<file path="config.mk">
export PLATFORM = sky130hd
export DESIGN_NAME = axi_id_slot_alloc_flat
export DESIGN_NICKNAME = d
export VERILOG_FILES = /design/src/rtl/axi_id_slot_alloc_if.sv /design/src/rtl/axi_id_slot_alloc.sv /design/src/flat_wrapper.sv
export SDC_FILE = /design/constraint.sdc
export NUM_CORES = 1
export LEC_CHECK = 0
export BUFFER_PORTS_ARGS = -buffer_cell sky130_fd_sc_hd__buf_4
export CAP_MARGIN = 15
export CORE_AREA = 2 2 65 67
export DETAILED_ROUTE_END_ITERATION = 10
export DIE_AREA = 0 0 67 69
export GPL_TIMING_DRIVEN = 1
export PLACE_DENSITY = 0.77
export RECOVER_POWER = 25
export SLEW_MARGIN = 20
export SYNTH_ARGS = -nofsm -noshare
export SYNTH_HDL_FRONTEND = slang
export SYNTH_SLANG_ARGS = --single-unit
</file>
<file path="constraint.sdc">
create_clock -name clk_i -period 3.3 [get_ports clk_i]
set_clock_uncertainty 0.05 [all_clocks]
set_input_delay 0.66 -clock clk_i [delete_from_list [all_inputs] [get_ports clk_i]]
set_output_delay 0.66 -clock clk_i [all_outputs]
set_load 0.02 [all_outputs]
</file>
<file path="src/rtl/axi_id_slot_alloc_if.sv">
`default_nettype none
// ============================================================================
// Module      : axi_id_slot_alloc_if
// Description : Request/response handshake bundle for the AXI ID slot allocator.
// Revision    : 1.0 - initial release
// ============================================================================
interface axi_id_slot_alloc_if #(
    parameter int SLV_ID_WIDTH = 4,
    parameter int MST_ID_WIDTH = 2
);
    logic                    req_valid_i;
    logic [SLV_ID_WIDTH-1:0] req_id_i;
    logic                    req_ready_o;
    logic [MST_ID_WIDTH-1:0] req_slot_o;
    logic                    rsp_valid_i;
    logic [MST_ID_WIDTH-1:0] rsp_slot_i;
    logic                    rsp_err_o;
    logic                    idle_o;
    logic                    full_o;

    modport slave (
        input  req_valid_i, req_id_i, rsp_valid_i, rsp_slot_i,
        output req_ready_o, req_slot_o, rsp_err_o, idle_o, full_o
    );

    modport master (
        output req_valid_i, req_id_i, rsp_valid_i, rsp_slot_i,
        input  req_ready_o, req_slot_o, rsp_err_o, idle_o, full_o
    );
endinterface
`default_nettype wire

</file>
<file path="src/rtl/axi_id_slot_alloc.sv">
`default_nettype none
// ============================================================================
// Module      : axi_id_slot_alloc
// Description : Maps wide slave-port AXI IDs onto a pool of master-port ID
//               slots, counting outstanding transactions per slot.
// Revision    : 1.0 - initial release
// ============================================================================
module axi_id_slot_alloc #(
    parameter int SLV_ID_WIDTH    = 4,
    parameter int MST_ID_WIDTH    = 2,
    parameter int MAX_TXNS_PER_ID = 4,
    parameter int CNT_WIDTH       = $clog2(MAX_TXNS_PER_ID + 1)
) (
    input  logic                clk_i,
    input  logic                rst_ni,
    axi_id_slot_alloc_if.slave  bus
);

    localparam int                   NUM_SLOTS = 2 ** MST_ID_WIDTH;
    localparam logic [CNT_WIDTH-1:0] C_MAX_CNT = CNT_WIDTH'(MAX_TXNS_PER_ID);
    localparam logic [CNT_WIDTH-1:0] C_ONE     = CNT_WIDTH'(1);

    logic [NUM_SLOTS-1:0]    r_vld;
    logic [SLV_ID_WIDTH-1:0] r_id  [NUM_SLOTS];
    logic [CNT_WIDTH-1:0]    r_cnt [NUM_SLOTS];
    logic                    r_rsp_err;

    logic                    w_match_hit;
    logic [MST_ID_WIDTH-1:0] w_match_idx;
    logic                    w_free_hit;
    logic [MST_ID_WIDTH-1:0] w_free_idx;
    logic                    w_ready;
    logic [MST_ID_WIDTH-1:0] w_slot;
    logic                    w_accept;
    logic [NUM_SLOTS-1:0]    w_inc;
    logic [NUM_SLOTS-1:0]    w_dec;
    logic                    w_dup_id;

    // Lookup uses registered state only, so rsp_* never reaches req_ready_o.
    always_comb begin
        w_match_hit = 1'b0;
        w_match_idx = '0;
        w_free_hit  = 1'b0;
        w_free_idx  = '0;
        for (int i = 0; i < NUM_SLOTS; i++) begin
            if (r_vld[i] && (r_id[i] == bus.req_id_i) && !w_match_hit) begin
                w_match_hit = 1'b1;
                w_match_idx = MST_ID_WIDTH'(i);
            end
            if (!r_vld[i] && !w_free_hit) begin
                w_free_hit = 1'b1;
                w_free_idx = MST_ID_WIDTH'(i);
            end
        end

        if (w_match_hit) begin
            w_ready = (r_cnt[w_match_idx] < C_MAX_CNT);
            w_slot  = w_match_idx;
        end else begin
            w_ready = w_free_hit;
            w_slot  = w_free_idx;
        end

        w_accept = bus.req_valid_i && w_ready;
        for (int i = 0; i < NUM_SLOTS; i++) begin
            w_inc[i] = w_accept && (w_slot == MST_ID_WIDTH'(i));
            w_dec[i] = bus.rsp_valid_i && (bus.rsp_slot_i == MST_ID_WIDTH'(i))
                       && r_vld[i] && (r_cnt[i] != '0);
        end
    end

    always_ff @(posedge clk_i or negedge rst_ni) begin
        if (!rst_ni) begin
            r_vld     <= '0;
            r_rsp_err <= 1'b0;
            for (int i = 0; i < NUM_SLOTS; i++) begin
                r_id[i]  <= '0;
                r_cnt[i] <= '0;
            end
        end else begin
            r_rsp_err <= bus.rsp_valid_i && !r_vld[bus.rsp_slot_i];
            for (int i = 0; i < NUM_SLOTS; i++) begin
                // Accept and release on the same slot cancel out, keeping it valid.
                if (w_inc[i] && !w_dec[i]) begin
                    if (r_vld[i]) begin
                        r_cnt[i] <= r_cnt[i] + C_ONE;
                    end else begin
                        r_vld[i] <= 1'b1;
                        r_id[i]  <= bus.req_id_i;
                        r_cnt[i] <= C_ONE;
                    end
                end else if (w_dec[i] && !w_inc[i]) begin
                    r_cnt[i] <= r_cnt[i] - C_ONE;
                    if (r_cnt[i] == C_ONE) begin
                        r_vld[i] <= 1'b0;
                    end
                end
            end
        end
    end

    assign bus.req_ready_o = w_ready;
    assign bus.req_slot_o  = w_slot;
    assign bus.rsp_err_o   = r_rsp_err;
    assign bus.idle_o      = ~|r_vld;
    assign bus.full_o      = &r_vld;

    always_comb begin
        w_dup_id = 1'b0;
        for (int i = 0; i < NUM_SLOTS; i++) begin
            for (int j = i + 1; j < NUM_SLOTS; j++) begin
                if (r_vld[i] && r_vld[j] && (r_id[i] == r_id[j])) begin
                    w_dup_id = 1'b1;
                end
            end
        end
    end

    a_params_ok: assert property (@(posedge clk_i)
        (MAX_TXNS_PER_ID >= 1) && (MST_ID_WIDTH < SLV_ID_WIDTH));

    a_unique_ids: assert property (@(posedge clk_i) disable iff (!rst_ni)
        !w_dup_id);

endmodule
`default_nettype wire

</file>
<file path="src/flat_wrapper.sv">
// flat-port wrapper written by rule: the top's interface ports become plain ports
module axi_id_slot_alloc_flat 
#(
    parameter int SLV_ID_WIDTH    = 4,
    parameter int MST_ID_WIDTH    = 2,
    parameter int MAX_TXNS_PER_ID = 4,
    parameter int CNT_WIDTH       = $clog2(MAX_TXNS_PER_ID + 1)
)
  (clk_i, rst_ni, bus_req_valid_i, bus_req_id_i, bus_rsp_valid_i, bus_rsp_slot_i, bus_req_ready_o, bus_req_slot_o, bus_rsp_err_o, bus_idle_o, bus_full_o);
  axi_id_slot_alloc_if #(.SLV_ID_WIDTH(SLV_ID_WIDTH), .MST_ID_WIDTH(MST_ID_WIDTH)) bus_i ();
  input  logic clk_i;
  input  logic rst_ni;
  input wire logic [$bits(bus_i.req_valid_i)-1:0] bus_req_valid_i;
  input wire logic [$bits(bus_i.req_id_i)-1:0] bus_req_id_i;
  input wire logic [$bits(bus_i.rsp_valid_i)-1:0] bus_rsp_valid_i;
  input wire logic [$bits(bus_i.rsp_slot_i)-1:0] bus_rsp_slot_i;
  output wire logic [$bits(bus_i.req_ready_o)-1:0] bus_req_ready_o;
  output wire logic [$bits(bus_i.req_slot_o)-1:0] bus_req_slot_o;
  output wire logic [$bits(bus_i.rsp_err_o)-1:0] bus_rsp_err_o;
  output wire logic [$bits(bus_i.idle_o)-1:0] bus_idle_o;
  output wire logic [$bits(bus_i.full_o)-1:0] bus_full_o;
  assign bus_i.req_valid_i = bus_req_valid_i;
  assign bus_i.req_id_i = bus_req_id_i;
  assign bus_i.rsp_valid_i = bus_rsp_valid_i;
  assign bus_i.rsp_slot_i = bus_rsp_slot_i;
  assign bus_req_ready_o = bus_i.req_ready_o;
  assign bus_req_slot_o = bus_i.req_slot_o;
  assign bus_rsp_err_o = bus_i.rsp_err_o;
  assign bus_idle_o = bus_i.idle_o;
  assign bus_full_o = bus_i.full_o;
  axi_id_slot_alloc #(.SLV_ID_WIDTH(SLV_ID_WIDTH), .MST_ID_WIDTH(MST_ID_WIDTH), .MAX_TXNS_PER_ID(MAX_TXNS_PER_ID), .CNT_WIDTH(CNT_WIDTH)) u_core (.clk_i(clk_i), .rst_ni(rst_ni), .bus(bus_i));
endmodule
</file>
### Yosys cells after proc, flatten, opt, wreduce, memory -nomap -nowiden

Cells that the tools add are included.

* add/sub/neg operators: 8
* mux-type cells: 45
* bitwise operators: 5
* reduce and logical (&&, ||, !) cells: 78
* magnitude comparators: 3
* eq/ne operators: 14

Operators with widths (number)
* $mux W3: 14
* $logic_and A1 B1 Y1: 36
* $mux W1: 24
* $logic_not A1 Y1: 18
* $eq A4 B4 Y1: 4
* $reduce_and A2 Y1: 8
* $reduce_bool A2 Y1: 8
* $add A3 B1 Y3 const B: 4
* $eq A3 B1 Y1 const B: 4
* $reduce_bool A3 Y1: 4
* $sub A3 B1 Y3 const B: 4
* $mux W2: 5
* $eq A2 B2 Y1 const B: 4
* $bmux W3 S2: 1
* $eq A2 B1 Y1 const B: 2
* $logic_not A2 Y1: 2
* $not A1 Y1: 4
* $reduce_and A4 Y1: 1
* $reduce_or A4 Y1: 1
* $ge A3 B3 Y1 const B: 1
* $lt A2 B3 Y1 const B: 1
* $lt A3 B3 Y1 const B: 1
* $not A2 Y3: 1
* $bmux W1 S2: 1

* logic and storage cells: 166
* input bits: 10
* output and inout port bits: 6
* flip-flop bits (word level): 33

### Longest topological paths before layout

Gate-level depths: netlist of run 1.

* depth after elaboration: 24
* mapped depth: 13
* mapped depth without buffers: 12

### Worst setup path after synthesis of run 1

OpenSTA, ideal clock, no wires.

* path type: input to register
* from: input bus_req_id_i[3]
* to: register u_core.r_cnt[2] in the netlist's numbering
* path buffers: 1
* required time: 3121 ps
* setup slack: 156 ps
* arrival: 2965 ps
* setup time: 129 ps
* stages: 13
* cells stage by stage: buf_6 xor2_1 nor4_2 and2_2 a211oi_2 o311ai_4 inv_2 and3_1 ha_1 nor2_1 mux2_2 nand3_1 nand3_1

* longest elaborated chain between the ends: 23
* elaborated cells on any way between the ends: 36
* classes of those cells: order compare: 1; eq/ne: 5; mux: 13; bitwise: 1; reduce/logical: 16

Ends and longest elaborated chain
* start: declaration: RTL line flat_wrapper.sv:14 `input wire logic [$bits(bus_i.req_id_i)-1:0] bus_req_id_i;`
* $eq A4 B4 Y1: RTL line axi_id_slot_alloc.sv:46 `if (r_vld[i] && (r_id[i] == bus.req_id_i) && !w_match_hit) begin`
* $logic_and A1 B1 Y1: RTL line axi_id_slot_alloc.sv:46
* $mux W1: RTL line axi_id_slot_alloc.sv:46
* $logic_not A1 Y1: RTL line axi_id_slot_alloc.sv:46
* $logic_and A1 B1 Y1: RTL line axi_id_slot_alloc.sv:46
* $mux W1: RTL line axi_id_slot_alloc.sv:46
* $logic_not A1 Y1: RTL line axi_id_slot_alloc.sv:46
* $logic_and A1 B1 Y1: RTL line axi_id_slot_alloc.sv:46
* (+8 left out)
* $lt A3 B3 Y1: RTL line axi_id_slot_alloc.sv:57 `w_ready = (r_cnt[w_match_idx] < C_MAX_CNT);`
* $mux W1 *: RTL line axi_id_slot_alloc.sv:56 `if (w_match_hit) begin`
* via bus_req_ready_o: RTL line flat_wrapper.sv:17 `output wire logic [$bits(bus_i.req_ready_o)-1:0] bus_req_ready_o;`
* $logic_and A1 B1 Y1 *: RTL line axi_id_slot_alloc.sv:64 `w_accept = bus.req_valid_i && w_ready;`
* $logic_and A1 B1 Y1 *: RTL line axi_id_slot_alloc.sv:66 `w_inc[i] = w_accept && (w_slot == MST_ID_WIDTH'(i));`
* $logic_not A1 Y1: RTL line axi_id_slot_alloc.sv:92 `end else if (w_dec[i] && !w_inc[i]) begin`
* $logic_and A1 B1 Y1: RTL line axi_id_slot_alloc.sv:92
* $reduce_bool A2 Y1 (no line)
* end signal: indexed assignment: RTL line axi_id_slot_alloc.sv:86 `r_cnt[i] <= r_cnt[i] + C_ONE;`
* end signal: indexed assignment: RTL line axi_id_slot_alloc.sv:93 `r_cnt[i] <= r_cnt[i] - C_ONE;`
* end: declaration: RTL line axi_id_slot_alloc.sv:25 `logic [CNT_WIDTH-1:0] r_cnt [NUM_SLOTS];`

The timed path passes the listed nets; every way through them passes the cells marked *. The select of a mux whose other input is x is not followed.
A chain may end at the register's enable or synchronous reset.

### Final worst setup path of run 1

* from: input bus_req_id_i[3]
* to: output bus_req_ready_o

* longest elaborated chain between the ends: 18
* elaborated cells on any way between the ends: 27
* classes of those cells: order compare: 1; eq/ne: 4; mux: 11; bitwise: 1; reduce/logical: 10

Ends and longest elaborated chain (RTL line)
* $eq A4 B4 Y1: axi_id_slot_alloc.sv:46
* $logic_and A1 B1 Y1: axi_id_slot_alloc.sv:46
* $mux W1: axi_id_slot_alloc.sv:46
* $logic_not A1 Y1: axi_id_slot_alloc.sv:46
* $logic_and A1 B1 Y1: axi_id_slot_alloc.sv:46
* $mux W1: axi_id_slot_alloc.sv:46
* $logic_not A1 Y1: axi_id_slot_alloc.sv:46
* $logic_and A1 B1 Y1: axi_id_slot_alloc.sv:46
* $mux W1: axi_id_slot_alloc.sv:46
* $logic_not A1 Y1: axi_id_slot_alloc.sv:46
* $logic_and A1 B1 Y1: axi_id_slot_alloc.sv:46
* $mux W2: axi_id_slot_alloc.sv:46
* $not A2 Y3 (not written as such): axi_id_slot_alloc.sv:57
* $bmux W3 S2: axi_id_slot_alloc.sv:57
* $mux W3 (not written as such) (2 in a row): axi_id_slot_alloc.sv:57
* $lt A3 B3 Y1: axi_id_slot_alloc.sv:57
* $mux W1 *: axi_id_slot_alloc.sv:56
* end: declaration: flat_wrapper.sv:17

Every way passes the cells marked *; elsewhere a longest branch is shown, timed or not. The select of a mux whose other input is x is not followed.

==> impl_summary.txt, run 1 <==
----------------------------------------------------
[Drt]
  DRT iter0 DRCs ... 84
  Routed via count ... roughly 1.7k
  Post-DR wirelength/cell ... between 10 and 15 um
  Post-route DRC violation count ... 0
  Total Wirelength ... roughly 4.3 mm
  Number of routed nets with antenna violations ... 0
  Detail-routed via count per cell ... between 5 and 6
  Number of detailed-route iterations in the first pass ... 4

[Critical path]
  Delay contributed by the slowest stage of the critical path ... roughly 0.37 ns
  Arrival @ worst endpoint ... ~2.2 ns
  Crit path depth ... 8
  Most frequent CP cell ... sky130_fd_sc_hd__buf_4
  Kind of critical path ... primary input to output pin
  CP Cell Sequence ... buf_4, xor2_1, nor4_2, and2_2, a211oi_2, o311ai_4, inv_2, buf_4
  Depth of the most critical reg-to-reg path ... 12
  Crit path required time ... between 2 and 3 ns
  Type of element capturing the critical path ... output pin
  Delay-heaviest family, CP ... simple AND/OR/NAND/NOR gates
  Critical-path maximum fanout ... 6
  Critical path launch point type ... primary input
  Slowest-stage cell, CP ... sky130_fd_sc_hd__o311ai_4
  Buffers and inverters on the worst path ... 3

[CTS]
  CTS Buf Count ... 5
  Number of instances resized during post-cts repair ... 0
  Number of clock sinks ... 33
  CTS H-Tree Depth ... 2
  CTS root buf ... sky130_fd_sc_hd__clkbuf_8
  Clock Tree Buf Depth ... 2
  Later-pin clock latency in the skew report ... approximately 0.29 ns
  TritonCTS clock tree ... done
  Clock-pin transition on the worst setup and hold timing paths ... 0.06 ns
  Post-CTS setup buffer count ... 0
  Total of hold buffers inserted after clock tree synthesis ... 0

[Logic synthesis]
  Number of flip-flops and latches in the synthesized netlist ... 33
  Proportion of netlist area held by the largest area contributor ... approximately 36%
  Cell taking the most area after synthesis ... sky130_fd_sc_hd__dfrtp_1
  Synthesized instance count ... about 240
  Ranking of synthesized cells by area ... sky130_fd_sc_hd__dfrtp_1 (36%), sky130_fd_sc_hd__ha_1 (12%), sky130_fd_sc_hd__o21ai_0 (5.3%)
  Flip-flop cell with the highest count after synthesis ... sky130_fd_sc_hd__dfrtp_1
  Unique masters post-synth ... 46
  Post-synthesis instance area ... ~2300 um2
  Async S/R FF share, synth ... 100%
  Average instance area after synthesis ... between 9 and 10 um2
  Syn Nets ... 272
  Synthesis warning total ... 0
  Sequential fraction of the synthesis area ... between 30% and 40%
  Number of enable-type register cells in the synthesized netlist ... 0

[Timing]
  Final-layout setup total negative slack ... 0 ns
  Post-layout min period ... around 3 ns
  Achievable Freq ... about 340 MHz
  Unrepaired setup endpoints after global routing ... false
  Worst-margin pin slew ... 1.77 ns
  Worst rel slew slack ... -17.9%
  Max Slew Vio Count ... 34
  Final hold violations ... 0
  Number of setup violations in the final report ... 0
  Final period util ... between 80% and 90%
  Final worst hold slack ... around 0.46 ns

[Cells and area]
  Ant diodes ... 0
  Area growth syn-to-layout ... 13.1%
  FILL cells ... about 340
  Fraction of final layout cells with drive strength greater than 1 ... between 20% and 30%
  Area of all placed cells without fillers ... 2560 um2
  Final instance count without filler cells ... 316
  Area of the multi-input gates ... roughly 1300 um2
  Register cell area after layout ... about 830 um2
  Most common library cell in the layout ignoring fill and taps ... sky130_fd_sc_hd__dfrtp_1
  Most used cells in the layout excluding fill and tap cells ... sky130_fd_sc_hd__dfrtp_1 (33), sky130_fd_sc_hd__nand2_1 (24), sky130_fd_sc_hd__o21ai_0 (24), sky130_fd_sc_hd__buf_4 (24)
  Total number of nets in the final design ... 296

[Global route]
  Pin count of the biggest net entering global routing ... 34
  Vias in the first global route ... around 1.7k
  Leftover overflow at the end of global routing ... 0
  Wire length of the first global-routing pass ... 7.64 mm
  GRT Resource Usage Total ... about a fifth
  Antenna violations before repair ... 0

[Placed design]
  Placement-stage cell area ... approximately 2400 um2
  Cell count after placement ... ~310
  Sum of net half-perimeters after detailed placement ... 3.22 mm
  # port buffers ... 15
  GPL Wtd Cong ... roughly 0.84

[Pwr]
  Sequential Power Share ... 34.1%
  Power consumption ... around 2.2 mW
  Combinational share of power ... approximately half
  Clock Power Share ... between 10% and 20%
  Net switching component of the power ... 891 uW
  Power density relative to cell area ... between 800 and 900 nW/um2
  Cell-internal power ... 1.33 mW
  Switch share ... 40.2%
  Standby leakage power ... between 1 and 1.5 nW
  Max rail drop VDD ... about 0.41 mV

[Floorplanning]
  Starting utilization of the core area ... ~58%
  DIE HEIGHT ... between 60 and 70 um
  Total I/O pin count ... 16
  Overall die area ... ~4600 um2
  Core region area ... 3910 um2
  Overall die width ... between 60 and 70 um
  Cell Rows ... 23

[Min path]
  Number of cells traversed by the worst hold path ... 2
  Kind of path behind the tightest hold check ... register to register

[Job]
  Max Cap Violations ... 1

[Status]
  Outcome ... finished, violations left
  Violated checks ... max-capacitance violations, max-slew violations

----------------------------------------------------
==> area by class of cell <==
type                            instances  area share, %
Tap cell                               50           2.44
Clock inverter                          1           1.17
Clock buffer                            7           3.37
Multi-Input combinational cell        178           50.3
Timing Repair Buffer                   25           7.18
Sequential cell                        33           32.3
Inverter                               22           3.23
==> through the flow <==
| step | utilization, % | setup slack, ns |
|---|---|---|
| 2_1_floorplan | - | 0.156 |
| 4_1_cts | 65.5 | 0.367 |
| 6_report | 65.4 | 0.359 |
| 3_3_place_gp | 62.5 | 0.117 |
| 3_5_place_dp | 62.5 | 0.111 |
| 5_1_grt | 65.4 | 0.224 |
==> worst reg2reg max path, cell delays in order, from the launching register on <==
cell,delay (ns)
sky130_fd_sc_hd__dfrtp_1,0.39
sky130_fd_sc_hd__xor2_1,0.15
sky130_fd_sc_hd__nor4_2,0.32
sky130_fd_sc_hd__and2_2,0.24
sky130_fd_sc_hd__a211oi_2,0.10
sky130_fd_sc_hd__o311ai_4,0.37
sky130_fd_sc_hd__inv_2,0.08
sky130_fd_sc_hd__and3_1,0.18
sky130_fd_sc_hd__ha_1,0.30
sky130_fd_sc_hd__nor2_1,0.06
sky130_fd_sc_hd__mux2_2,0.26
sky130_fd_sc_hd__nand3_1,0.07
sky130_fd_sc_hd__nand3_1,0.08
==> sequential cells by signal, summed over array words and instances (netlist names) <==
name                  flops
u_core.bus.rsp_err_o      1
u_core.r_cnt             12
u_core.r_id              16
u_core.r_vld              4
==> power groups by stage <==
stage	clock network [mW]	logic [mW]	registers [mW]
after floorplan	0	0.836	0.703
after global routing	0.427	1.22	0.789
final	0.395	1.07	0.757
after detailed placement	0	1.07	0.762
after CTS	0.406	1.08	0.758
after global placement	0	1.05	0.757
==> cells by family (layout without fill, tap and decap cells) <==
kind of cell,count (synthesis),count (layout),synth area share (%)
muxes,12,12,6.36
DFF,33,33,36.5
AOI/OAI and AO/OA,48,48,14.3
and+or+nand+nor,84,84,19.6
xor gates and xnor gates,13,13,5.03
adders and majority gates,21,21,11.6
buffers and inverters,30,55,6.58
==> per-layer routing <==
layer,GRT usage [%],wire length [um],vias to the layer above
li1,-,-,876
met1,29.1,2010,815
met2,32.9,2040,22
met3,5.71,144,6
met4,6.80,63,0
met5,0,0,-
==> path summary, 6_finish.rpt <==
kind,slack (ns),start,to
min in group asynchronous,0.79,rst_ni,u_core.r_id[12]
hold / removal,0.46,u_core.r_id[7],u_core.r_id[7]
hold reg to reg,0.46,u_core.r_id[7],u_core.r_id[7]
max in group asynchronous,1.40,rst_ni,u_core.bus.rsp_err_o
setup / recovery,0.36,bus_req_id_i[3],bus_req_ready_o
setup reg to reg,0.54,u_core.r_id[3],u_core.r_cnt[2]
==> Yosys cell counts (2+ instances only) <==
cell                       instances
sky130_fd_sc_hd__nor3b_1           2
sky130_fd_sc_hd__xor2_1           11
sky130_fd_sc_hd__a21oi_1          11
sky130_fd_sc_hd__nand2_1          24
sky130_fd_sc_hd__o21ai_0          24
sky130_fd_sc_hd__mux2_2            9
sky130_fd_sc_hd__nor4b_2           2
sky130_fd_sc_hd__nor2b_1           2
sky130_fd_sc_hd__buf_6             3
sky130_fd_sc_hd__nor2_1           18
sky130_fd_sc_hd__a31oi_1           2
sky130_fd_sc_hd__ha_1             21
sky130_fd_sc_hd__nand2b_1          5
sky130_fd_sc_hd__nand3_1          14
sky130_fd_sc_hd__nor3_1            5
sky130_fd_sc_hd__xnor2_1           2
sky130_fd_sc_hd__mux2i_1           2
sky130_fd_sc_hd__dfrtp_1          33
sky130_fd_sc_hd__inv_1            21
sky130_fd_sc_hd__clkbuf_1          3
sky130_fd_sc_hd__and3_2            2
Power figures use the tool's default switching activity.
==> run 2, diff against run 1 <==
Settings changed: CELL_PAD_IN_SITES_DETAIL_PLACEMENT set to 0, CELL_PAD_IN_SITES_GLOBAL_PLACEMENT set to 1, CORE_AREA 2 2 65 67 to 2 2 73 75, DIE_AREA 0 0 67 69 to 0 0 75 77, PLACE_DENSITY 0.77 to unset, PLACE_DENSITY_LB_ADDON set to 0.1.
==> run 2 against run 1 <==
- count of clock-buffer cells in the layout decreased by 2
- via count decreased by 2.2%
- flip-flop and latch count unchanged
- power decreased by 0.44%
- first-iteration DRC count decreased by 24%
- the flow still finishes with violations (max-capacitance violations, max-slew violations)
- routed wire length increased by 7.9%
- design area increased by 0.93%
==> impl_summary.txt, run 2 (synthesis gave the netlist of run 1 again) <==
----------------------------------------------------
[Status]
  Outcome ... finished, violations left (unchanged)
  Violated checks ... max-capacitance violations, max-slew violations (unchanged)

[Pwr]
  Cell-internal power ... 1.30 mW (was 1.33 mW)
  Combinational share of power ... 48.2% (was 48.1%)
  Standby leakage power ... 1.18 nW (about the same)
  Clock Power Share ... 17.7% (was 17.8%)
  Power density relative to cell area ... 854 nW/um2 (was 866 nW/um2)
  Sequential Power Share ... 34.1% (about the same)
  Max rail drop VDD ... 0.356 mV (was 0.410 mV)
  Switch share ... 41.1% (was 40.2%)
  Net switching component of the power ... 907 uW (was 891 uW)

[Drt]
  Uppermost routed layer ... met4 (unchanged)
  Met3 Wirelength ... 155 um (was 144 um)
  Number of routed nets with antenna violations ... 0 (unchanged)
  Detailed route wirelength on metal2 ... 2.12 mm (was 2.04 mm)
  Post-DR wirelength/cell ... 13.7 um (was 13.5 um)
  Detailed-route wire length on metal 1 ... 2.25 mm (was 2.01 mm)
  Number of detailed-route iterations in the first pass ... 4 (unchanged)
  Routed via count ... 1681 (was 1719)
  Detail-routed via count per cell ... 5.00 (was 5.44)
  Total Wirelength ... 4.59 mm (was 4.26 mm)
  Post-route DRC violation count ... 0 (unchanged)
  DRT iter0 DRCs ... 64 (was 84)

[Floorplanning]
  Cell Rows ... 26 (was 23)
  Core region area ... 4980 um2 (was 3910 um2)
  Starting utilization of the core area ... 45.5% (was 57.8%)
  Overall die width ... 75 um (was 67 um)
  DIE HEIGHT ... 77 um (was 69 um)
  Total I/O pin count ... 16 (unchanged)
  Overall die area ... 5780 um2 (was 4620 um2)

[Critical path]
  Buffers and inverters on the worst path ... 3 (unchanged)
  Crit path required time ... 2.59 ns (about the same)
  Slowest-stage cell, CP ... sky130_fd_sc_hd__o311ai_4 (unchanged)
  Critical-path maximum fanout ... 6 (unchanged)
  Most frequent CP cell ... sky130_fd_sc_hd__buf_4 (unchanged)
  Delay contributed by the slowest stage of the critical path ... 0.36 ns (was 0.37 ns)
  Type of element capturing the critical path ... output pin (unchanged)
  Delay-heaviest family, CP ... simple AND/OR/NAND/NOR gates (unchanged)
  CP Cell Sequence ... buf_4, xor2_1, nor4_2, and2_2, a211oi_2, o311ai_4, inv_2, buf_4 (unchanged)
  Critical path launch point type ... primary input (unchanged)
  Arrival @ worst endpoint ... 2.19 ns (was 2.23 ns)
  Kind of critical path ... primary input to output pin (unchanged)

[Placed design]
  Sum of net half-perimeters after detailed placement ... 3.43 mm (was 3.22 mm)
  Place WS ... 0.106 ns (was 0.111 ns)
  # port buffers ... 15 (unchanged)
  GPL Wtd Cong ... 0.772 (was 0.840)

[CTS]
  Post-CTS setup buffer count ... 0 (unchanged)
  CTS Buf Count ... 5 (unchanged)
  Total of hold buffers inserted after clock tree synthesis ... 0 (unchanged)
  Clock-pin transition on the worst setup and hold timing paths ... 0.08 ns (was 0.06 ns)
  Number of clock sinks ... 33 (unchanged)
  Clock Tree Buf Depth ... 2 (unchanged)
  CTS root buf ... sky130_fd_sc_hd__clkbuf_8 (unchanged)
  Number of instances resized during post-cts repair ... 0 (unchanged)
  CTS H-Tree Depth ... 2 (unchanged)
  TritonCTS clock tree ... done (unchanged)
  Later-pin clock latency in the skew report ... 0.29 ns (about the same)

[Timing]
  Final hold violations ... 0 (unchanged)
  Crit path setup slack, layout ... 0.398 ns (was 0.359 ns)
  Post-layout min period ... 2.90 ns (was 2.94 ns)
  Final-layout setup total negative slack ... 0 ns (unchanged)
  Number of setup violations in the final report ... 0 (unchanged)
  Final period util ... 87.9% (was 89.1%)
  Max Slew Vio Count ... 34 (unchanged)
  Achievable Freq ... 345 MHz (was 340 MHz)
  Worst-margin pin slew ... 1.78 ns (was 1.77 ns)
  Unrepaired setup endpoints after global routing ... false (unchanged)
  Worst rel slew slack ... -19.0% (was -17.9%)

[Global route]
  GRT Resource Usage Total ... 18.2% (was 21.4%)
  Leftover overflow at the end of global routing ... 0 (unchanged)
  Wire length of the first global-routing pass ... 7.96 mm (was 7.64 mm)
  Antenna violations before repair ... 0 (unchanged)
  Vias in the first global route ... 1688 (was 1715)
  Pin count of the biggest net entering global routing ... 34 (unchanged)

[Cells and area]
  Total number of nets in the final design ... 296 (unchanged)
  Flip-flop count of the largest register, all copies and words added ... 16 (unchanged)
  Fraction of final layout cells with drive strength greater than 1 ... 21.1% (was 20.7%)
  Area growth syn-to-layout ... 14.2% (was 13.1%)
  Top flop regs ... u_core.r_id (16), u_core.r_cnt (12), u_core.r_vld (4) (unchanged)
  Most common library cell in the layout ignoring fill and taps ... sky130_fd_sc_hd__dfrtp_1 (unchanged)
  Largest Register ... u_core.r_id (unchanged)
  Ant diodes ... 0 (unchanged)
  Most used cells in the layout excluding fill and tap cells ... sky130_fd_sc_hd__dfrtp_1 (33), sky130_fd_sc_hd__nand2_1 (24), sky130_fd_sc_hd__o21ai_0 (24), sky130_fd_sc_hd__buf_4 (24) (unchanged)

[Min path]
  Kind of path behind the tightest hold check ... register to register (unchanged)

[Job]
  Max Cap Violations ... 1 (unchanged)

----------------------------------------------------
-- run 2: cell types whose count changed in the layout (fill, tap and decap cells not counted), sizes merged --
cell,change
clkbuf,-2
clkinvlp,+1
clkinv,+1
-- run 2: worst min-delay path, cell delays in order (launching register included) --
cell	delay, ns
sky130_fd_sc_hd__dfrtp_1	0.36
sky130_fd_sc_hd__nand2_1	0.05
sky130_fd_sc_hd__o21ai_0	0.05
-- run 2: metrics by stage --
stage	utilization (%)	total power [mW]	instances	area [um2]	hold WS, ns
4_1_cts	52.0	2.24	336	2590	0.264
3_3_place_gp	49.7	1.84	328	2470	0.428
2_1_floorplan	-	1.54	241	2260	0.314
6_report	51.9	2.21	336	2580	0.448
5_1_grt	51.9	2.43	336	2580	0.481
3_5_place_dp	49.7	1.84	328	2470	0.437
-- run 2: worst paths after layout --
| check | startpoint | slack, ns | to | depth (start not counted) |
|---|---|---|---|---|
| setup / recovery | bus_req_id_i[3] | 0.40 | bus_req_ready_o | 8 |
| hold / removal | u_core.r_id[1] | 0.45 | u_core.r_id[1] | 2 |
| setup reg to reg | u_core.r_id[13] | 0.52 | u_core.r_cnt[8] | 10 |
| hold reg to reg | u_core.r_id[1] | 0.45 | u_core.r_id[1] | 2 |
| max in group asynchronous | rst_ni | 1.38 | u_core.r_cnt[5] | 1 |
| min in group asynchronous | rst_ni | 0.79 | u_core.r_cnt[11] | 1 |
-- run 2: metal layers --
layer / global-route usage (%) / up-vias
li1: - / 873
met1: 24.7 / 779
met2: 28.2 / 23
met3: 3.68 / 6
met4: 6.61 / 0
met5: 0 / -
-- run 2: final cells by class --
| type | count | area (um2) |
|---|---|---|
| clock inverters | 3 | 46.3 |
| inverters | 22 | 82.6 |
| clock buffers | 5 | 68.8 |
| multi-input cells | 178 | 1290 |
| flip-flops and latches | 33 | 826 |
| well taps | 70 | 87.6 |
| repair buffers | 25 | 184 |
| fillers | 474 | 2390 |
-- run 2: power groups by stage --
stage,Clock [mW],Sequential [mW],Combinational (mW)
after floorplan,0,0.703,0.836
after global placement,0,0.763,1.07
after detailed placement,0,0.764,1.07
after CTS,0.407,0.755,1.08
after global routing,0.419,0.782,1.23
final,0.390,0.753,1.06
==> run 3, diff against run 2 <==
Settings changed: CORE_AREA 2 2 73 75 to 2 2 71 73, CTS_BUF_LIST set to sky130_fd_sc_hd__clkbuf_4 sky130_fd_sc_hd__clkbuf_8, DIE_AREA 0 0 75 77 to 0 0 73 75.
==> run 3 against run 2 <==
- the run still ends with max-capacitance violations, max-slew violations left
- global-route usage is 1.1 points higher
- largest power group unchanged
- combinational power hardly changed
- hold slack better by 0.0047 ns
- highest routed layer unchanged
- register-to-register slack better by 0.04 ns
- via count is 1.6% higher
- cell count is 3.6% lower
- count of clock-buffer cells in the layout is 2 higher
- routed wire length is 1.0% higher
- worst setup slack worse by 0.0055 ns
- critical path depth stayed put
==> impl_summary.txt, run 3 (synthesis gave the netlist of run 1 again) <==
----------------------------------------------------
[Timing]
  Final-layout setup total negative slack ... 0 ns (unchanged)
  Final hold violations ... 0 (unchanged)
  Post-layout min period ... 2.91 ns (was 2.90 ns)
  Final period util ... 88.1% (was 87.9%)
  Achievable Freq ... 344 MHz (was 345 MHz)
  Unrepaired setup endpoints after global routing ... false (unchanged)
  Number of setup violations in the final report ... 0 (unchanged)
  Worst rel slew slack ... -21.1% (was -19.0%)
  Worst-margin pin slew ... 1.82 ns (was 1.78 ns)
  Crit path setup slack, layout ... 0.392 ns (was 0.398 ns)
  Max Slew Vio Count ... 34 (unchanged)

[Cells and area]
  Top flop regs ... u_core.r_id (16), u_core.r_cnt (12), u_core.r_vld (4) (unchanged)
  Area growth syn-to-layout ... 14.0% (was 14.2%)
  Flip-flop count of the largest register, all copies and words added ... 16 (unchanged)
  Fraction of final layout cells with drive strength greater than 1 ... 22.2% (was 21.1%)
  Final Core Density ... 55.4% (was 51.9%)
  Most common library cell in the layout ignoring fill and taps ... sky130_fd_sc_hd__dfrtp_1 (unchanged)
  Most used cells in the layout excluding fill and tap cells ... sky130_fd_sc_hd__dfrtp_1 (33), sky130_fd_sc_hd__buf_4 (28), sky130_fd_sc_hd__nand2_1 (24), sky130_fd_sc_hd__o21ai_0 (24) (was sky130_fd_sc_hd__dfrtp_1 (33), sky130_fd_sc_hd__nand2_1 (24), sky130_fd_sc_hd__o21ai_0 (24), sky130_fd_sc_hd__buf_4 (24))
  Largest Register ... u_core.r_id (unchanged)
  Ant diodes ... 0 (unchanged)
  Total number of nets in the final design ... 300 (was 296)

[Global route]
  GRT busiest layer ... met2 (unchanged)
  GRT Resource Usage Total ... 19.2% (was 18.2%)
  Wire length of the first global-routing pass ... 8.05 mm (was 7.96 mm)
  Vias in the first global route ... 1708 (was 1688)
  Antenna violations before repair ... 0 (unchanged)
  Pin count of the biggest net entering global routing ... 34 (unchanged)
  Leftover overflow at the end of global routing ... 0 (unchanged)
  Met3 demand-to-capacity share in global routing ... 4.02% (was 3.68%)
  GR Layer Usage met1 ... 24.9% (was 24.7%)
  Met2 global-route usage ... 32.3% (was 28.2%)

[Drt]
  Number of detailed-route iterations in the first pass ... 4 (unchanged)
  DRT iter0 DRCs ... 63 (was 64)
  Routed via count ... 1708 (was 1681)
  Post-route DRC violation count ... 0 (unchanged)
  Detail-routed via count per cell ... 5.27 (was 5.00)
  Post-DR wirelength/cell ... 14.3 um (was 13.7 um)
  Number of routed nets with antenna violations ... 0 (unchanged)
  Total Wirelength ... 4.64 mm (was 4.59 mm)

[Critical path]
  CP Cell Sequence ... buf_4, xor2_1, nor3_1, nand3_1, or3_2, o311ai_4, inv_2, buf_4 (was buf_4, xor2_1, nor4_2, and2_2, a211oi_2, o311ai_4, inv_2, buf_4)
  Type of element capturing the critical path ... output pin (unchanged)
  Delay-heaviest family, CP ... simple AND/OR/NAND/NOR gates (unchanged)
  Arrival @ worst endpoint ... 2.20 ns (was 2.19 ns)
  Buffers and inverters on the worst path ... 3 (unchanged)
  Critical path launch point type ... primary input (unchanged)
  Crit path required time ... 2.59 ns (about the same)
  Critical-path maximum fanout ... 6 (unchanged)
  Most frequent CP cell ... sky130_fd_sc_hd__buf_4 (unchanged)
  Delay contributed by the slowest stage of the critical path ... 0.47 ns (was 0.36 ns)
  Kind of critical path ... primary input to output pin (unchanged)
  Slowest-stage cell, CP ... sky130_fd_sc_hd__or3_2 (was sky130_fd_sc_hd__o311ai_4)

[Floorplanning]
  DIE HEIGHT ... 75 um (was 77 um)
  Core region area ... 4660 um2 (was 4980 um2)
  Starting utilization of the core area ... 48.6% (was 45.5%)
  Total I/O pin count ... 16 (unchanged)
  Overall die width ... 73 um (was 75 um)
  Cell Rows ... 25 (was 26)
  Overall die area ... 5480 um2 (was 5780 um2)

[Job]
  Max Cap Violations ... 1 (unchanged)

[Placed design]
  Sum of net half-perimeters after detailed placement ... 3.49 mm (was 3.43 mm)
  # port buffers ... 15 (unchanged)
  Place WS ... 0.111 ns (was 0.106 ns)
  GPL Wtd Cong ... 0.825 (was 0.772)

[CTS]
  Clock-pin transition on the worst setup and hold timing paths ... 0.07 ns (was 0.08 ns)
  CTS Buf Count ... 5 (unchanged)
  Later-pin clock latency in the skew report ... 0.29 ns (about the same)
  Post-CTS setup buffer count ... 0 (unchanged)
  Number of clock sinks ... 33 (unchanged)
  Number of instances resized during post-cts repair ... 0 (unchanged)
  Total of hold buffers inserted after clock tree synthesis ... 0 (unchanged)
  CTS root buf ... sky130_fd_sc_hd__clkbuf_8 (unchanged)
  CTS H-Tree Depth ... 2 (unchanged)
  TritonCTS clock tree ... done (unchanged)
  Clock Tree Buf Depth ... 2 (unchanged)

[Min path]
  Kind of path behind the tightest hold check ... register to register (unchanged)

[Status]
  Violated checks ... max-capacitance violations, max-slew violations (unchanged)
  Outcome ... finished, violations left (unchanged)

[Pwr]
  Standby leakage power ... 1.20 nW (was 1.18 nW)
  Max rail drop VDD ... 0.336 mV (was 0.356 mV)
  Power density relative to cell area ... 847 nW/um2 (was 854 nW/um2)
  Power consumption ... 2.19 mW (was 2.21 mW)

----------------------------------------------------
## run 3: per-layer routing
metal  wire, um  up-vias
met5          0        -
met4         48        0
met3        143        4
met2       2140       26
met1       2300      797
li1           -      881
## run 3: final timing paths
path / from / to / slack (ns) / cells after the start
worst max-delay path: bus_req_id_i[1] / bus_req_ready_o / 0.39 / 8
worst min-delay path: u_core.r_id[7] / u_core.r_id[7] / 0.45 / 2
worst max register to register: u_core.r_id[13] / u_core.r_cnt[8] / 0.56 / 10
worst min register to register: u_core.r_id[7] / u_core.r_id[7] / 0.45 / 2
max in group asynchronous: rst_ni / u_core.r_cnt[1] / 1.35 / 1
min in group asynchronous: rst_ni / u_core.r_cnt[10] / 0.80 / 1
## run 3: worst reg2reg max path: stages, from the launching register on
cell and delay [ns]:
sky130_fd_sc_hd__dfrtp_1 0.41, sky130_fd_sc_hd__nand2b_1 0.14, sky130_fd_sc_hd__o2111ai_2 0.15, sky130_fd_sc_hd__a2111oi_4 0.45
sky130_fd_sc_hd__or2b_4 0.22, sky130_fd_sc_hd__o311ai_4 0.14, sky130_fd_sc_hd__nor4b_2 0.35, sky130_fd_sc_hd__ha_1 0.34
sky130_fd_sc_hd__nor2_1 0.14, sky130_fd_sc_hd__mux2i_1 0.09, sky130_fd_sc_hd__o221ai_1 0.18
## run 3: stage by stage
stage | cells | area, um2 | hold slack [ns]
after detailed placement | 316 | 2480 | 0.441
after global routing | 324 | 2580 | 0.474
final | 324 | 2580 | 0.453
after CTS | 324 | 2580 | 0.273
after floorplan | 241 | 2260 | 0.314
after global placement | 316 | 2480 | 0.430
## run 3: where the power goes
| group | internal [mW] | switching [mW] |
|---|---|---|
| Sequential | 0.588 | 0.172 |
| Clock | 0.189 | 0.155 |
| Combinational | 0.500 | 0.582 |
| Total | 1.28 | 0.908 |
## run 3: layout make-up
cell class	count	area, um2
fillers	419	2080
clock inverters	1	5.00
clock buffers	7	96.3
multi-input cells	178	1290
repair buffers	29	214
well taps	54	67.6
flip-flops and latches	33	826
inverters	22	82.6
